--- config.mk ---
export PLATFORM = sky130hd
export DESIGN_NAME = multicycle_control_unit
export DESIGN_NICKNAME = d
export VERILOG_FILES = /design/src/rtl/multicycle_control_unit.sv
export SDC_FILE = /design/constraint.sdc
export NUM_CORES = 1
export LEC_CHECK = 0
export BUFFER_PORTS_ARGS = -buffer_cell sky130_fd_sc_hd__clkbuf_2
export CAP_MARGIN = 20
export CORE_MARGIN = 2
export CORE_UTILIZATION = 45
export DETAILED_ROUTE_END_ITERATION = 7
export PLACE_DENSITY = 0.82
export SYNTH_ARGS = -nofsm -noshare
export SYNTH_HDL_FRONTEND = slang
export SYNTH_SLANG_ARGS = --single-unit
export TNS_END_PERCENT = 100
--- constraint.sdc ---
create_clock -name CLK -period 2.1 [get_ports CLK]
set_clock_uncertainty 0.2 [all_clocks]
set_input_delay 0.42 -clock CLK [delete_from_list [all_inputs] [get_ports CLK]]
set_output_delay 0.42 -clock CLK [all_outputs]
set_load 0.01 [all_outputs]
--- src/rtl/multicycle_control_unit.sv ---
// Multicycle control FSM for the RISC-V core: fetch with memory wait states, opcode decode,
// per-class execute/writeback sequences, branch resolution and a sticky illegal-instruction trap.
module multicycle_control_unit #(
  parameter int MEM_LATENCY = 1,
  parameter int ALU_OP_W    = 3
) (
  input  logic                CLK,
  input  logic                RST_N,
  input  logic [6:0]          OPCODE,
  input  logic [2:0]          FUNCT3,
  input  logic                FUNCT7_B5,
  input  logic                ZERO,
  output logic                reset_wire,
  output logic [ALU_OP_W-1:0] operacao,
  output logic                WRITE_PC,
  output logic                PC_SRC,
  output logic                LOAD_IR,
  output logic                WR_MEM_INSTR,
  output logic                RD_MEM_DATA,
  output logic                WR_MEM_DATA,
  output logic                REG_WRITE,
  output logic                MEM_TO_REG,
  output logic [1:0]          ALU_SRC_B,
  output logic                ILLEGAL,
  output logic [3:0]          STATE
);

  typedef enum logic [3:0] {
    S_RESET    = 4'd0,
    S_FETCH    = 4'd1,
    S_LOAD_IR  = 4'd2,
    S_PC_INC   = 4'd3,
    S_DECODE   = 4'd4,
    S_EXEC_R   = 4'd5,
    S_EXEC_I   = 4'd6,
    S_WB_ALU   = 4'd7,
    S_MEM_ADDR = 4'd8,
    S_MEM_RD   = 4'd9,
    S_WB_MEM   = 4'd10,
    S_MEM_WR   = 4'd11,
    S_BRANCH   = 4'd12,
    S_LUI      = 4'd13,
    S_TRAP     = 4'd14
  } state_t;

  localparam logic [6:0] OP_R      = 7'b0110011;
  localparam logic [6:0] OP_I      = 7'b0010011;
  localparam logic [6:0] OP_LOAD   = 7'b0000011;
  localparam logic [6:0] OP_STORE  = 7'b0100011;
  localparam logic [6:0] OP_BRANCH = 7'b1100011;
  localparam logic [6:0] OP_LUI    = 7'b0110111;

  localparam logic [ALU_OP_W-1:0] ALU_PASS_B = ALU_OP_W'(0);
  localparam logic [ALU_OP_W-1:0] ALU_ADD    = ALU_OP_W'(1);
  localparam logic [ALU_OP_W-1:0] ALU_SUB    = ALU_OP_W'(2);
  localparam logic [ALU_OP_W-1:0] ALU_AND    = ALU_OP_W'(3);
  localparam logic [ALU_OP_W-1:0] ALU_XOR    = ALU_OP_W'(4);
  localparam logic [ALU_OP_W-1:0] ALU_OR     = ALU_OP_W'(5);

  localparam logic [1:0] SRCB_RS2  = 2'b00;
  localparam logic [1:0] SRCB_IMM  = 2'b01;
  localparam logic [1:0] SRCB_FOUR = 2'b10;

  localparam int              CNT_W    = (MEM_LATENCY < 1) ? 1 : $clog2(MEM_LATENCY + 1);
  localparam logic [CNT_W-1:0] CNT_LAST = CNT_W'(MEM_LATENCY);

  state_t             state_reg, state_next;
  logic [CNT_W-1:0]   cnt_reg, cnt_next;
  logic               cnt_done;
  logic               r_type;
  logic [ALU_OP_W-1:0] alu_op;
  logic               alu_legal;

  assign cnt_done     = (cnt_reg == CNT_LAST);
  assign r_type       = (OPCODE == OP_R);
  assign STATE        = state_reg;
  assign WR_MEM_INSTR = 1'b0;

  always_ff @(posedge CLK or negedge RST_N) begin
    if (!RST_N) begin
      state_reg <= S_RESET;
      cnt_reg   <= '0;
    end else begin
      state_reg <= state_next;
      cnt_reg   <= cnt_next;
    end
  end

  // FUNCT7_B5 only selects sub on R-type; I-type has no immediate subtract.
  always_comb begin
    alu_op    = ALU_PASS_B;
    alu_legal = 1'b1;
    case (FUNCT3)
      3'b000:  alu_op = (r_type && FUNCT7_B5) ? ALU_SUB : ALU_ADD;
      3'b111:  alu_op = ALU_AND;
      3'b100:  alu_op = ALU_XOR;
      3'b110:  alu_op = ALU_OR;
      default: alu_legal = 1'b0;
    endcase
  end

  always_comb begin
    state_next  = state_reg;
    reset_wire  = 1'b0;
    operacao    = ALU_PASS_B;
    WRITE_PC    = 1'b0;
    PC_SRC      = 1'b0;
    LOAD_IR     = 1'b0;
    RD_MEM_DATA = 1'b0;
    WR_MEM_DATA = 1'b0;
    REG_WRITE   = 1'b0;
    MEM_TO_REG  = 1'b0;
    ALU_SRC_B   = SRCB_RS2;
    ILLEGAL     = 1'b0;
    case (state_reg)
      S_RESET: begin
        reset_wire = 1'b1;
        state_next = S_FETCH;
      end
      S_FETCH: begin
        if (cnt_done) state_next = S_LOAD_IR;
      end
      S_LOAD_IR: begin
        LOAD_IR    = 1'b1;
        state_next = S_PC_INC;
      end
      S_PC_INC: begin
        operacao   = ALU_ADD;
        ALU_SRC_B  = SRCB_FOUR;
        WRITE_PC   = 1'b1;
        state_next = S_DECODE;
      end
      S_DECODE: begin
        case (OPCODE)
          OP_R:              state_next = S_EXEC_R;
          OP_I:              state_next = S_EXEC_I;
          OP_LOAD, OP_STORE: state_next = S_MEM_ADDR;
          OP_BRANCH:         state_next = S_BRANCH;
          OP_LUI:            state_next = S_LUI;
          default:           state_next = S_TRAP;
        endcase
      end
      S_EXEC_R: begin
        operacao   = alu_op;
        ALU_SRC_B  = SRCB_RS2;
        state_next = alu_legal ? S_WB_ALU : S_TRAP;
      end
      S_EXEC_I: begin
        operacao   = alu_op;
        ALU_SRC_B  = SRCB_IMM;
        state_next = alu_legal ? S_WB_ALU : S_TRAP;
      end
      // IR is still stable here, so the execute-state ALU setup is recomputed from it.
      S_WB_ALU: begin
        REG_WRITE  = 1'b1;
        operacao   = alu_op;
        ALU_SRC_B  = r_type ? SRCB_RS2 : SRCB_IMM;
        state_next = S_FETCH;
      end
      S_MEM_ADDR: begin
        operacao   = ALU_ADD;
        ALU_SRC_B  = SRCB_IMM;
        state_next = (OPCODE == OP_LOAD) ? S_MEM_RD : S_MEM_WR;
      end
      S_MEM_RD: begin
        RD_MEM_DATA = 1'b1;
        if (cnt_done) state_next = S_WB_MEM;
      end
      S_WB_MEM: begin
        REG_WRITE  = 1'b1;
        MEM_TO_REG = 1'b1;
        state_next = S_FETCH;
      end
      S_MEM_WR: begin
        WR_MEM_DATA = 1'b1;
        state_next  = S_FETCH;
      end
      S_BRANCH: begin
        operacao  = ALU_SUB;
        ALU_SRC_B = SRCB_RS2;
        PC_SRC    = 1'b1;
        case (FUNCT3)
          3'b000: begin
            WRITE_PC   = ZERO;
            state_next = S_FETCH;
          end
          3'b001: begin
            WRITE_PC   = !ZERO;
            state_next = S_FETCH;
          end
          default: state_next = S_TRAP;
        endcase
      end
      S_LUI: begin
        operacao   = ALU_PASS_B;
        ALU_SRC_B  = SRCB_IMM;
        REG_WRITE  = 1'b1;
        state_next = S_FETCH;
      end
      S_TRAP: begin
        ILLEGAL = 1'b1;
      end
      default: state_next = S_RESET;
    endcase
  end

  // Only the two wait states count; everything else clears, so TRAP can never wrap it.
  always_comb begin
    cnt_next = '0;
    if ((state_next == state_reg) && ((state_reg == S_FETCH) || (state_reg == S_MEM_RD)))
      cnt_next = cnt_reg + 1'b1;
  end

endmodule

# Yosys cells after proc, flatten, opt, wreduce, memory -nomap -nowiden

Cells that the tools add are included.

Reduce and logical (&&, ||, !) cells: 15
Multiplexer cells: 24
Equality and inequality tests: 25
Add/subtract/negate cells: 1

Operator list:

| cell                                                                  | count |
|---|---|
| 4-bit case mux with 10 select lines                                   | 1 |
| 4-bit equality test, second input constant                            | 7 |
| 7-bit by 6-bit equality test with 1-bit output, second input constant | 3 |
| 4-bit case mux with 5 select lines                                    | 1 |
| 4-bit by 3-bit equality test with 1-bit output, second input constant | 4 |
| 4-bit 2-to-1 mux                                                      | 4 |
| 3-bit case mux with 4 select lines                                    | 1 |
| 1-bit 2-to-1 mux                                                      | 11 |
| 3-bit equality test, second input constant                            | 3 |
| 3-bit case mux with 3 select lines                                    | 1 |
| 3-bit OR reduction                                                    | 3 |
| 4-bit by 2-bit equality test with 1-bit output, second input constant | 2 |
| 2-bit OR reduction                                                    | 4 |
| 7-bit by 2-bit equality test with 1-bit output, second input constant | 1 |
| 7-bit by 5-bit equality test with 1-bit output, second input constant | 1 |
| 7-bit equality test, second input constant                            | 1 |
| 2-bit case mux with 3 select lines                                    | 1 |
| 5-bit OR reduction                                                    | 1 |
| 4-bit by 1-bit equality test with 1-bit output, second input constant | 1 |
| 4-bit equality test                                                   | 1 |
| 4-bit zero test                                                       | 1 |
| 2-bit 2-to-1 mux                                                      | 2 |
| 1-bit case mux with 2 select lines                                    | 2 |
| 4-bit OR reduction                                                    | 1 |
| other kinds (6)                                                       | 7 |

Output and inout bits: 19
Register bits after elaboration: 5
Input bits: 14
Logic and storage cells: 67

# Depth between registers and ports, before layout

Gate-level depths: netlist of the first run.

Word-level depth: 8
Depth in mapped cells: 6
Mapped depth without buffers: 4

# Worst setup path after synthesis of the first run

No wires, ideal clock.

Kind: reg-to-output
Start point: reg state_reg[0] (netlist: STATE[0])
End point: out WRITE_PC
Arrival time: 1.468 ns
Cell stages (with the launch flop): 7
Data required time: 1.480 ns
Path buffers: 2
Path slack: 0.012 ns
Path through: dfrtp_1 > clkbuf_1 > or2_1 > buf_2 > nor2_1 > nand2_1 > o21ai_1

Longest elaborated chain between the ends: 2
Elaborated cells between the ends (all ways): 3

RTL lines:

| element                                                                                      | RTL line | source |
|---|---|---|
| start: declaration                                                                           | 67       | `state_t state_reg, state_next;` |
| start signal: assignment                                                                     | 84       | `state_reg <= state_next;` |
| 4-bit equality test / 4-bit by 2-bit equality test with 1-bit output (equally long branches) | 115      | `case (state_reg)` |
| 1-bit case mux with 2 select lines *                                                         | 115      |  |
| end: declaration                                                                             | 15       | `output logic WRITE_PC,` |

Every way passes the cells marked *; elsewhere a longest branch is shown, timed or not.

# Worst setup path after layout of the first run

Start point: reg state_reg[1] (netlist: STATE[1])
End point: out operacao[0]

Longest elaborated chain between the ends: 3
Elaborated cells between the ends (all ways): 9

RTL lines:

| element                                                                   | RTL line | source |
|---|---|---|
| 4-bit by 3-bit equality test with 1-bit output (tied with other cells)    | 115      |  |
| 3-bit OR reduction (no line) / 2-bit OR reduction (equally long branches) | --       |  |
| 3-bit case mux with 3 select lines *                                      | 115      |  |
| end: declaration                                                          | 14       | `output logic [ALU_OP_W-1:0] operacao,` |

Marked as above.

==> results of run 1 <==
==> critical path: stages (launching register included) <==
cell	delay, ps
sky130_fd_sc_hd__dfrtp_2	460
sky130_fd_sc_hd__or2_4	300
sky130_fd_sc_hd__nand4_1	110
sky130_fd_sc_hd__o211ai_1	110
sky130_fd_sc_hd__a21o_1	160
sky130_fd_sc_hd__clkbuf_2	120
==> power breakdown <==
group	switching [W]	internal, W	leakage [nW]
Sequential	0.0000807	0.000146	0.0577
Clock	0.0000428	0.0000720	0.0150
Combinational	0.000562	0.000520	0.433
==> cells in the mapped netlist (2+ instances only) <==
library cell / instances
sky130_fd_sc_hd__o41ai_1: 3
sky130_fd_sc_hd__nor2b_1: 3
sky130_fd_sc_hd__inv_1: 2
sky130_fd_sc_hd__nor3_1: 6
sky130_fd_sc_hd__a21o_1: 2
sky130_fd_sc_hd__buf_2: 4
sky130_fd_sc_hd__o31ai_1: 2
sky130_fd_sc_hd__nand2b_1: 4
sky130_fd_sc_hd__dfrtp_1: 5
sky130_fd_sc_hd__o22ai_1: 2
sky130_fd_sc_hd__a32o_1: 2
sky130_fd_sc_hd__nand4_1: 2
sky130_fd_sc_hd__nand2_1: 17
sky130_fd_sc_hd__nor4_1: 2
sky130_fd_sc_hd__nor2_1: 11
sky130_fd_sc_hd__a21oi_1: 3
sky130_fd_sc_hd__clkbuf_1: 2
sky130_fd_sc_hd__inv_2: 2
sky130_fd_sc_hd__buf_4: 2
sky130_fd_sc_hd__xnor2_1: 2
sky130_fd_sc_hd__o21ai_1: 2
==> cell type report <==
cell class	count	area share, %
inverters	4	1.88
well taps	16	1.88
repair buffers	49	28.6
flip-flops and latches	5	12.1
clock buffers	4	2.47
multi-input cells	84	53.1
==> what timing repair did <==
item | CTS | global route
resized for setup | 12 | 13
endpoints found under the hold margin | 5 | 0
endpoints found under the setup margin | 6 | 6
setup buffers | 4 | 3
hold buffers | 1 | 0
pin swaps | 0 | 2
==> flip-flops by register name (all words and copies together) (netlist names) <==
name	flops
cnt_done	1
STATE	4
==> cell usage in the layout (no fill, tap or decap), types with 5 or more instances in the layout <==
| cell | count |
|---|---|
| sky130_fd_sc_hd__nand2_1 | 16 |
| sky130_fd_sc_hd__nor2_1 | 10 |
| sky130_fd_sc_hd__buf_4 | 14 |
| sky130_fd_sc_hd__nor3_1 | 5 |
| sky130_fd_sc_hd__clkbuf_2 | 28 |
==> routing by layer <==
| layer | track usage, % | wire length (um) | share of wire, % | vias up |
|---|---|---|---|---|
| li1 | - | - | - | 465 |
| met1 | 36.2 | 891 | 37 | 447 |
| met2 | 49.1 | 1210 | 50 | 73 |
| met3 | 1.70 | 260 | 11 | 12 |
| met4 | 9.38 | 64 | 2.6 | 0 |
| met5 | 0 | 0 | 0 | - |
==> kinds of logic (layout without fill, tap and decap cells) <==
kind of cell / count (synthesis) / in the layout / share of synthesized area (%)
AOI/OAI and AO/OA: 27 / 27 / 30.3
xor gates and xnor gates: 3 / 3 / 3.85
buffers and inverters: 12 / 57 / 8.44
DFF: 5 / 5 / 18.3
muxes: 1 / 1 / 1.47
other: 1 / 1 / 0.550
and+or+nand+nor: 52 / 52 / 37.1
==> through the flow <==
step	setup WS (ps)	setup TNS, ps	instance area [sq um]
after floorplan	11.6	0	682
after global placement	88.3	0	890
after detailed placement	46.3	0	890
after CTS	1.92	0	997
after global routing	-65.7	-180	1060
final	-18.6	-25.1	1060
==> final timing paths <==
| check | slack (ps) | startpoint | cells past startpoint | to |
|---|---|---|---|---|
| worst max register to register | 280 | STATE[3]$_DFF_PN0_ | 4 | STATE[0]$_DFF_PN0_ |
| min in group asynchronous | 330 | RST_N | 2 | STATE[0]$_DFF_PN0_ |
| max in group asynchronous | 1200 | RST_N | 2 | STATE[3]$_DFF_PN0_ |
| worst max-delay path | -20 | STATE[1]$_DFF_PN0_ | 5 | operacao[0] |
| worst min-delay path | 280 | cnt_done$_DFF_PN0_ | 1 | cnt_done$_DFF_PN0_ |
| worst min register to register | 280 | cnt_done$_DFF_PN0_ | 1 | cnt_done$_DFF_PN0_ |
==> results.py, run 1 <==
metrics = {
    "sta": {
        "final.period_utilization_pct": 101,
        "hold-worst-slack_ps": 279,
        "final.setup.worst_slack_ps": -18.6,
        "finalMaxSlewViolations": 0,
        "period_minus_slack_ps": 2120,
        "relSlewSlack_pct": 66.4,
        "setup_repair_after_global_routing_missed_its_margin": "true",
        "setup-violations-final": 2,
        "max_freq_mhz": 472,
        "worst-slew-pin-transition_ps": 492,
        "hold_viol": 0,
    },
    "clock_network": {
        "clk_root_buffer_cell": "sky130_fd_sc_hd__clkbuf_4",
        "cts_max_level": 1,
        "cts-buffers-inserted": 3,
        "max-clock-path-buffers": 2,
        "clock_pin_slew_on_the_worst_setup_and_hold_paths_ps": 60,
        "tritoncts": "built",
        "worst_skew_pair.late_latency_ps": 250,
        "clock_sinks": 5,
    },
    "power": {
        "p_leak_nw": 0.506,
        "post-layout-total-power_w": 0.00142,
        "p_per_area_mw_per_mm2": 1340,
        "vdd_drop_max_uv": 641,
    },
    "detailed_routing": {
        "starting_drt_drc_count": 80,
        "routed_wire_length_per_instance_um": 15.0,
        "detail-route-antenna-nets": 0,
        "num_vias": 997,
        "detailedRoute.firstPassIterationCount": 5,
        "drt_wl_total_mm": 2.42,
        "route.detailed.vias_per_inst": 6.15,
        "drc": 0,
    },
    "yosys": {
        "synth.top_cells.by_area": "sky130_fd_sc_hd__dfrtp_1 18%, sky130_fd_sc_hd__nand2_1 9.4%, sky130_fd_sc_hd__nor2_1 6.1%, sky130_fd_sc_hd__nor3_1 4.4%, sky130_fd_sc_hd__o41ai_1 3.9%",
        "synth_area_per_cell_sq_um": 6.75,
        "synth_top_area_cell": "sky130_fd_sc_hd__dfrtp_1",
        "syn_inst": 101,
        "mappedNetlistArea_sq_um": 682,
        "synth-seq-cells": 5,
        "synth_top_area_share_pct": 18.3,
        "synth-edff-count": 0,
        "postSynthNetCount": 115,
        "synth_warnings": 0,
        "async_set_reset_flop_share_out_of_synthesis_pct": 100,
        "synth_seq_area_share_pct": 18.3,
        "post_synth_num_cell_types": 42,
        "synthFlopType": "sky130_fd_sc_hd__dfrtp_1",
    },
    "layout": {
        "seq_area_sq_um": 129,
        "antenna_cells_inserted": 0,
        "layout_cells_excl_fill": 162,
        "multi_input_area_sq_um": 566,
        "synthToLayoutAreaGrowth_pct": 56.1,
        "fillerInstances": 109,
        "layout_nets": 161,
        "layout-drive-gt1-share_pct": 46.6,
        "final_core_util_pct": 73.2,
    },
    "die": {
        "initial_utilization_pct": 46.9,
        "floorplan.rows": 14,
        "placeableCoreArea_sq_mm": 0.00145,
        "chipHeight_um": 42.9,
        "boundaryPins": 33,
        "fp.dieArea_sq_mm": 0.00184,
        "fp.dieW_um": 42.9,
    },
    "placed_design": {
        "post-dp-hpwl_mm": 1.80,
        "io_buffer_count": 31,
        "gp_congestion": 0.901,
        "placedCellCount": 150,
    },
    "grt": {
        "antenna_found_initial": 0,
        "first_global_vias": 954,
        "track_usage_pct": 28.1,
        "overflow": 0,
        "grt_first_pass_wirelength_mm": 4.06,
        "grt_start_max_net_pins": 12,
    },
    "hold_path": {
        "min_delay_path_class": "register to register",
    },
    "job": {
        "max-cap-violations": 0,
    },
    "worst_setup_path": {
        "cp.arrival_ps": 1500,
        "startpoint_types": "register",
        "timing.setup.critical_path_class": "register to output port",
        "worst_ep_required_time_ps": 1480,
        "timing.critical_path.to_type": "output port",
        "cp_max_fo": 7,
    },
    "run_status": {
        "violated_checks": "setup timing",
        "status": "complete, but fails checks",
    },
}
(Power assumes the default switching activity.)
==> run 2, diff against run 1 <==
--- a/config.mk
+++ b/config.mk
@@ -7,8 +7,8 @@
 export LEC_CHECK = 0
-export BUFFER_PORTS_ARGS = -buffer_cell sky130_fd_sc_hd__clkbuf_2
 export CAP_MARGIN = 20
 export CORE_MARGIN = 2
-export CORE_UTILIZATION = 45
+export CORE_UTILIZATION = 50
 export DETAILED_ROUTE_END_ITERATION = 7
-export PLACE_DENSITY = 0.82
+export DONT_BUFFER_PORTS = 1
+export PLACE_DENSITY = 0.69
 export SYNTH_ARGS = -nofsm -noshare
==> constraint.sdc (replaced) <==
create_clock -name CLK -period 2.1 [get_ports CLK]
set_clock_uncertainty 0.2 [all_clocks]
set_input_delay 0.105 -clock CLK [delete_from_list [all_inputs] [get_ports CLK]]
set_output_delay 0.105 -clock CLK [all_outputs]
set_load 0.01 [all_outputs]
==> results.py, run 2 (same netlist as run 1, synthesis figures left out) <==
metrics = {
    "layout": {
        "layout_cells_excl_fill": 122,
        "synthToLayoutAreaGrowth_pct": 14.7,
        "commonest_cells_after_routing_fill_and_taps_aside": "17 x sky130_fd_sc_hd__nand2_1, 11 x sky130_fd_sc_hd__nor2_1, 6 x sky130_fd_sc_hd__nor3_1, 6 x sky130_fd_sc_hd__dlygate4sd3_1, 5 x sky130_fd_sc_hd__dfrtp_1",
        "layout-drive-gt1-share_pct": 11.2,
        "layout_nets": 122,
        "multi_input_area_sq_um": 505,
        "final_common_cell": "sky130_fd_sc_hd__nand2_1",
        "seq_area_sq_um": 125,
        "antenna_cells_inserted": 0,
        "largest_register_ffs": 4,
        "fillerInstances": 126,
    },
    "worst_setup_path": {
        "startpoint_types": "register",
        "critical_path_cell_sequence": "buf_4 -> or3_1 -> o211ai_1 -> a21o_1",
        "worst_ep_required_time_ps": 1790,
        "timing.setup.critical_path_class": "register to output port",
        "cp_max_fo": 12,
        "timing.critical_path.slowest_cell_delay_ps": 500,
        "cp.arrival_ps": 1690,
        "crit_slowest_cell": "sky130_fd_sc_hd__dfrtp_1",
        "timing.critical_path.to_type": "output port",
    },
    "sta": {
        "period_minus_slack_ps": 2000,
        "fin_setup_tns_ps": 0,
        "hold_viol": 0,
        "final.period_utilization_pct": 95.2,
        "finalMaxSlewViolations": 0,
        "setup-violations-final": 0,
        "relSlewSlack_pct": 68.1,
        "setup_repair_after_global_routing_missed_its_margin": "false",
        "max_freq_mhz": 500,
        "worst-slew-pin-transition_ps": 466,
        "hold-worst-slack_ps": 32.1,
    },
    "clock_network": {
        "tritoncts": "built",
        "clock_pin_slew_on_the_worst_setup_and_hold_paths_ps": 50,
        "clock_sinks": 5,
        "post_cts_buffers": 0,
        "max-clock-path-buffers": 2,
        "cts_max_level": 1,
        "worst_skew_pair.late_latency_ps": 260,
        "cts-buffers-inserted": 3,
        "clk_root_buffer_cell": "sky130_fd_sc_hd__clkbuf_4",
    },
    "power": {
        "power.share.clock_pct": 12.0,
        "p_seq_share_pct": 22.4,
        "proportion_of_power_drawn_by_combinational_gates_pct": 65.6,
        "switching_share_pct": 54.2,
        "total_switching_power_w": 0.000557,
        "power.internal_w": 0.000471,
        "vdd_drop_max_uv": 509,
        "p_leak_nw": 0.315,
        "p_per_area_mw_per_mm2": 1310,
        "post-layout-total-power_w": 0.00103,
    },
    "die": {
        "fp.dieW_um": 40.9,
        "fp.dieArea_sq_mm": 0.00168,
        "chipHeight_um": 40.9,
        "floorplan.rows": 13,
        "initial_utilization_pct": 53.1,
        "placeableCoreArea_sq_mm": 0.00128,
        "boundaryPins": 33,
    },
    "detailed_routing": {
        "starting_drt_drc_count": 37,
        "route.detailed.vias_per_inst": 6.50,
        "detail-route-antenna-nets": 0,
        "drt_wl_total_mm": 1.93,
        "drc": 0,
        "detailedRoute.firstPassIterationCount": 4,
        "num_vias": 793,
        "routed_wire_length_per_instance_um": 15.8,
    },
    "run_status": {
        "status": "finished, final reports clean",
    },
    "job": {
        "max-cap-violations": 0,
    },
    "placed_design": {
        "placedCellCount": 112,
        "gp_congestion": 0.947,
        "post-dp-hpwl_mm": 1.43,
        "io_buffer_count": 0,
    },
    "hold_path": {
        "min_delay_path_class": "input pin to register",
    },
    "grt": {
        "first_global_vias": 707,
        "overflow": 0,
        "grt_start_max_net_pins": 13,
        "antenna_found_initial": 0,
        "track_usage_pct": 27.0,
        "grt_first_pass_wirelength_mm": 2.98,
    },
}
[run 2: layout make-up]
cell class | count | area share [%]
repair buffers | 10 | 11.5
well taps | 15 | 2.40
multi-input cells | 84 | 64.6
clock buffers | 3 | 2.88
inverters | 4 | 1.92
flip-flops and latches | 5 | 16.0
clock inverters | 1 | 0.640
[run 2: power by group through the flow]
stage	Clock (W)	Combinational (W)	Sequential (W)
global route	0.000133	0.000742	0.000236
floorplan	0	0.000575	0.000186
global placement	0	0.000655	0.000227
CTS	0.000123	0.000663	0.000227
detailed placement	0	0.000651	0.000231
finish	0.000123	0.000675	0.000230
[run 2: worst paths after layout]
kind                                         start                  to  slack, ps  cells after the start
worst max-delay path            STATE[3]$_DFF_PN0_         operacao[0]        100                      4
worst min-delay path                     OPCODE[4]  STATE[2]$_DFF_PN0_         30                      3
worst max register to register  STATE[3]$_DFF_PN0_  STATE[1]$_DFF_PN0_        320                      4
worst min register to register  cnt_done$_DFF_PN0_  cnt_done$_DFF_PN0_        280                      1
max in group asynchronous                    RST_N  STATE[3]$_DFF_PN0_       1040                      2
min in group asynchronous                    RST_N  STATE[0]$_DFF_PN0_        470                      2
[run 2: worst max-delay path: cells and delay by family, from the launching register on]
kind                   cells  cell delay (ps)
AOI/OAI and AO/OA          2              270
buffers and inverters      1              230
DFF                        1              500
and+or+nand+nor            1              430
[run 2: what timing repair did]
action	4_1_cts	5_1_grt
endpoints found under the setup margin	0	1
hold buffers	6	0
endpoints found under the hold margin	7	0
resized for setup	0	1
[run 2: metal layers]
metal  part of all wire (%)  track usage [%]  wire [um]
met5                      0                0          0
met2                     46             41.0        888
met1                     40             35.6        766
met4                    1.6             10.8         31
met3                     12             7.07        238
[run 2: through the flow]
stage,worst slack [ps],util [%],area [sq um]
6_report,101,60.9,782
5_1_grt,17.1,60.9,782
4_1_cts,72.0,60.4,776
3_5_place_dp,348,53.6,688
3_3_place_gp,379,53.6,688
2_1_floorplan,326,-,682
==> run 3, diff against run 2 <==
Settings changed: CORE_MARGIN 2 to 1, GPL_ROUTABILITY_DRIVEN set to 0.
==> results.py, run 3 (same netlist as run 1, synthesis figures left out) <==
metrics = {
    "die": {
        "placeableCoreArea_sq_mm": 0.00119,
        "floorplan.rows": 12,
        "initial_utilization_pct": 57.5,
        "boundaryPins": 33,
        "chipHeight_um": 38.9,
        "fp.dieArea_sq_mm": 0.00152,
        "fp.dieW_um": 38.9,
    },
    "clock_network": {
        "clk_root_buffer_cell": "sky130_fd_sc_hd__clkbuf_4",
        "clock_sinks": 5,
        "clock_pin_slew_on_the_worst_setup_and_hold_paths_ps": 50,
        "max-clock-path-buffers": 2,
        "worst_skew_pair.late_latency_ps": 250,
        "tritoncts": "built",
        "cts_max_level": 1,
        "cts-buffers-inserted": 3,
        "post_cts_buffers": 0,
    },
    "detailed_routing": {
        "routed_wire_length_per_instance_um": 15.2,
        "starting_drt_drc_count": 32,
        "detail-route-antenna-nets": 0,
        "detailedRoute.firstPassIterationCount": 4,
        "num_vias": 797,
        "drc": 0,
        "route.detailed.vias_per_inst": 6.48,
        "drt_wl_total_mm": 1.87,
    },
    "worst_setup_path": {
        "timing.critical_path.to_type": "output port",
        "cp.arrival_ps": 1650,
        "cp_max_fo": 9,
        "critical_path_cell_sequence": "nand2b_1 -> nor4_2 -> a32o_1",
        "crit_slowest_cell": "sky130_fd_sc_hd__dfrtp_1",
        "timing.setup.critical_path_class": "register to output port",
        "timing.critical_path.slowest_cell_delay_ps": 480,
        "worst_ep_required_time_ps": 1790,
        "startpoint_types": "register",
    },
    "grt": {
        "grt_start_max_net_pins": 12,
        "grt_first_pass_wirelength_mm": 2.78,
        "first_global_vias": 634,
        "track_usage_pct": 25.8,
        "overflow": 0,
        "antenna_found_initial": 0,
    },
    "power": {
        "power.share.clock_pct": 11.4,
        "p_per_area_mw_per_mm2": 1300,
        "p_leak_nw": 0.321,
        "total_switching_power_w": 0.000545,
        "p_seq_share_pct": 23.1,
        "proportion_of_power_drawn_by_combinational_gates_pct": 65.5,
        "switching_share_pct": 52.6,
        "power.internal_w": 0.000491,
        "vdd_drop_max_uv": 543,
    },
    "layout": {
        "commonest_cells_after_routing_fill_and_taps_aside": "17 x sky130_fd_sc_hd__nand2_1, 11 x sky130_fd_sc_hd__nor2_1, 6 x sky130_fd_sc_hd__nor3_1, 6 x sky130_fd_sc_hd__dlygate4sd3_1, 6 x sky130_fd_sc_hd__buf_4",
        "layout_nets": 124,
        "final_cell_area_sq_um": 795,
        "final_common_cell": "sky130_fd_sc_hd__nand2_1",
        "layout-drive-gt1-share_pct": 11.9,
        "largest_register_ffs": 4,
        "antenna_cells_inserted": 0,
        "synthToLayoutAreaGrowth_pct": 16.5,
    },
    "sta": {
        "setup_repair_after_global_routing_missed_its_margin": "false",
        "fin_setup_tns_ps": 0,
        "max_freq_mhz": 512,
        "finalMaxSlewViolations": 0,
        "period_minus_slack_ps": 1950,
        "final.period_utilization_pct": 93.0,
        "hold_viol": 0,
        "setup-violations-final": 0,
    },
    "placed_design": {
        "placed_instance_area_sq_um": 702,
        "post-dp-hpwl_mm": 1.35,
        "io_buffer_count": 0,
    },
    "hold_path": {
        "min_delay_path_class": "input pin to register",
    },
    "run_status": {
        "status": "finished, final reports clean",
    },
    "job": {
        "max-cap-violations": 0,
    },
}
## run 3: final cells by class
| class | count | area [sq um] |
|---|---|---|
| clock buffer | 4 | 26.3 |
| tap | 14 | 17.5 |
| inverter | 4 | 15.0 |
| timing repair buffer | 12 | 105 |
| multi-input combinational | 84 | 505 |
| sequential | 5 | 125 |
| fill | 98 | 392 |
## run 3: worst paths after layout
check / to / start / slack (ps) / cells past startpoint
setup / recovery: operacao[1] / STATE[3]$_DFF_PN0_ / 150 / 3
hold / removal: STATE[2]$_DFF_PN0_ / OPCODE[4] / 20 / 3
setup reg to reg: STATE[0]$_DFF_PN0_ / STATE[1]$_DFF_PN0_ / 310 / 3
hold reg to reg: cnt_done$_DFF_PN0_ / cnt_done$_DFF_PN0_ / 270 / 1
max in group asynchronous: cnt_done$_DFF_PN0_ / RST_N / 1000 / 2
min in group asynchronous: STATE[2]$_DFF_PN0_ / RST_N / 490 / 2
## run 3: worst max-delay path, delay by kind of cell (launching register included)
kind	cells	cell delay (ps)
flops	1	480
simple gates	2	640
compound gates	1	270
## run 3: power by group through the flow
stage / registers, W / clock network, W / logic [W]
finish: 0.000239 / 0.000118 / 0.000679
floorplan: 0.000186 / 0 / 0.000575
detailed placement: 0.000239 / 0 / 0.000652
global placement: 0.000236 / 0 / 0.000655
CTS: 0.000238 / 0.000119 / 0.000664
global route: 0.000251 / 0.000122 / 0.000743
## run 3: metal layers
layer / routed length, um / up-vias / global-route usage (%) / share of wire, %
met4: 25 / 0 / 8.62 / 1.3
met5: 0 / - / 0 / 0
li1: - / 383 / - / -
met1: 879 / 360 / 37.7 / 47
met3: 160 / 2 / 3.47 / 8.5
met2: 808 / 52 / 37.9 / 43
## run 3: through the flow
step                util [%]  power, W  setup slack (ps)  hold WS [ps]  instances
finish                  67.0   0.00104               147          18.4        123
global route            67.0   0.00112              23.7          57.0        123
CTS                     66.5   0.00102              87.0          14.1        123
detailed placement      59.2  0.000892               330          -390        113
global placement        59.2  0.000890               381          -390        113
floorplan                  -  0.000761               326          -391        101
## run 3: what timing repair did
action | 4_1_cts | 5_1_grt
endpoints found under the setup margin | 0 | 1
hold buffers | 6 | 0
hold endpoints to repair | 7 | 0
resized for setup | 0 | 1
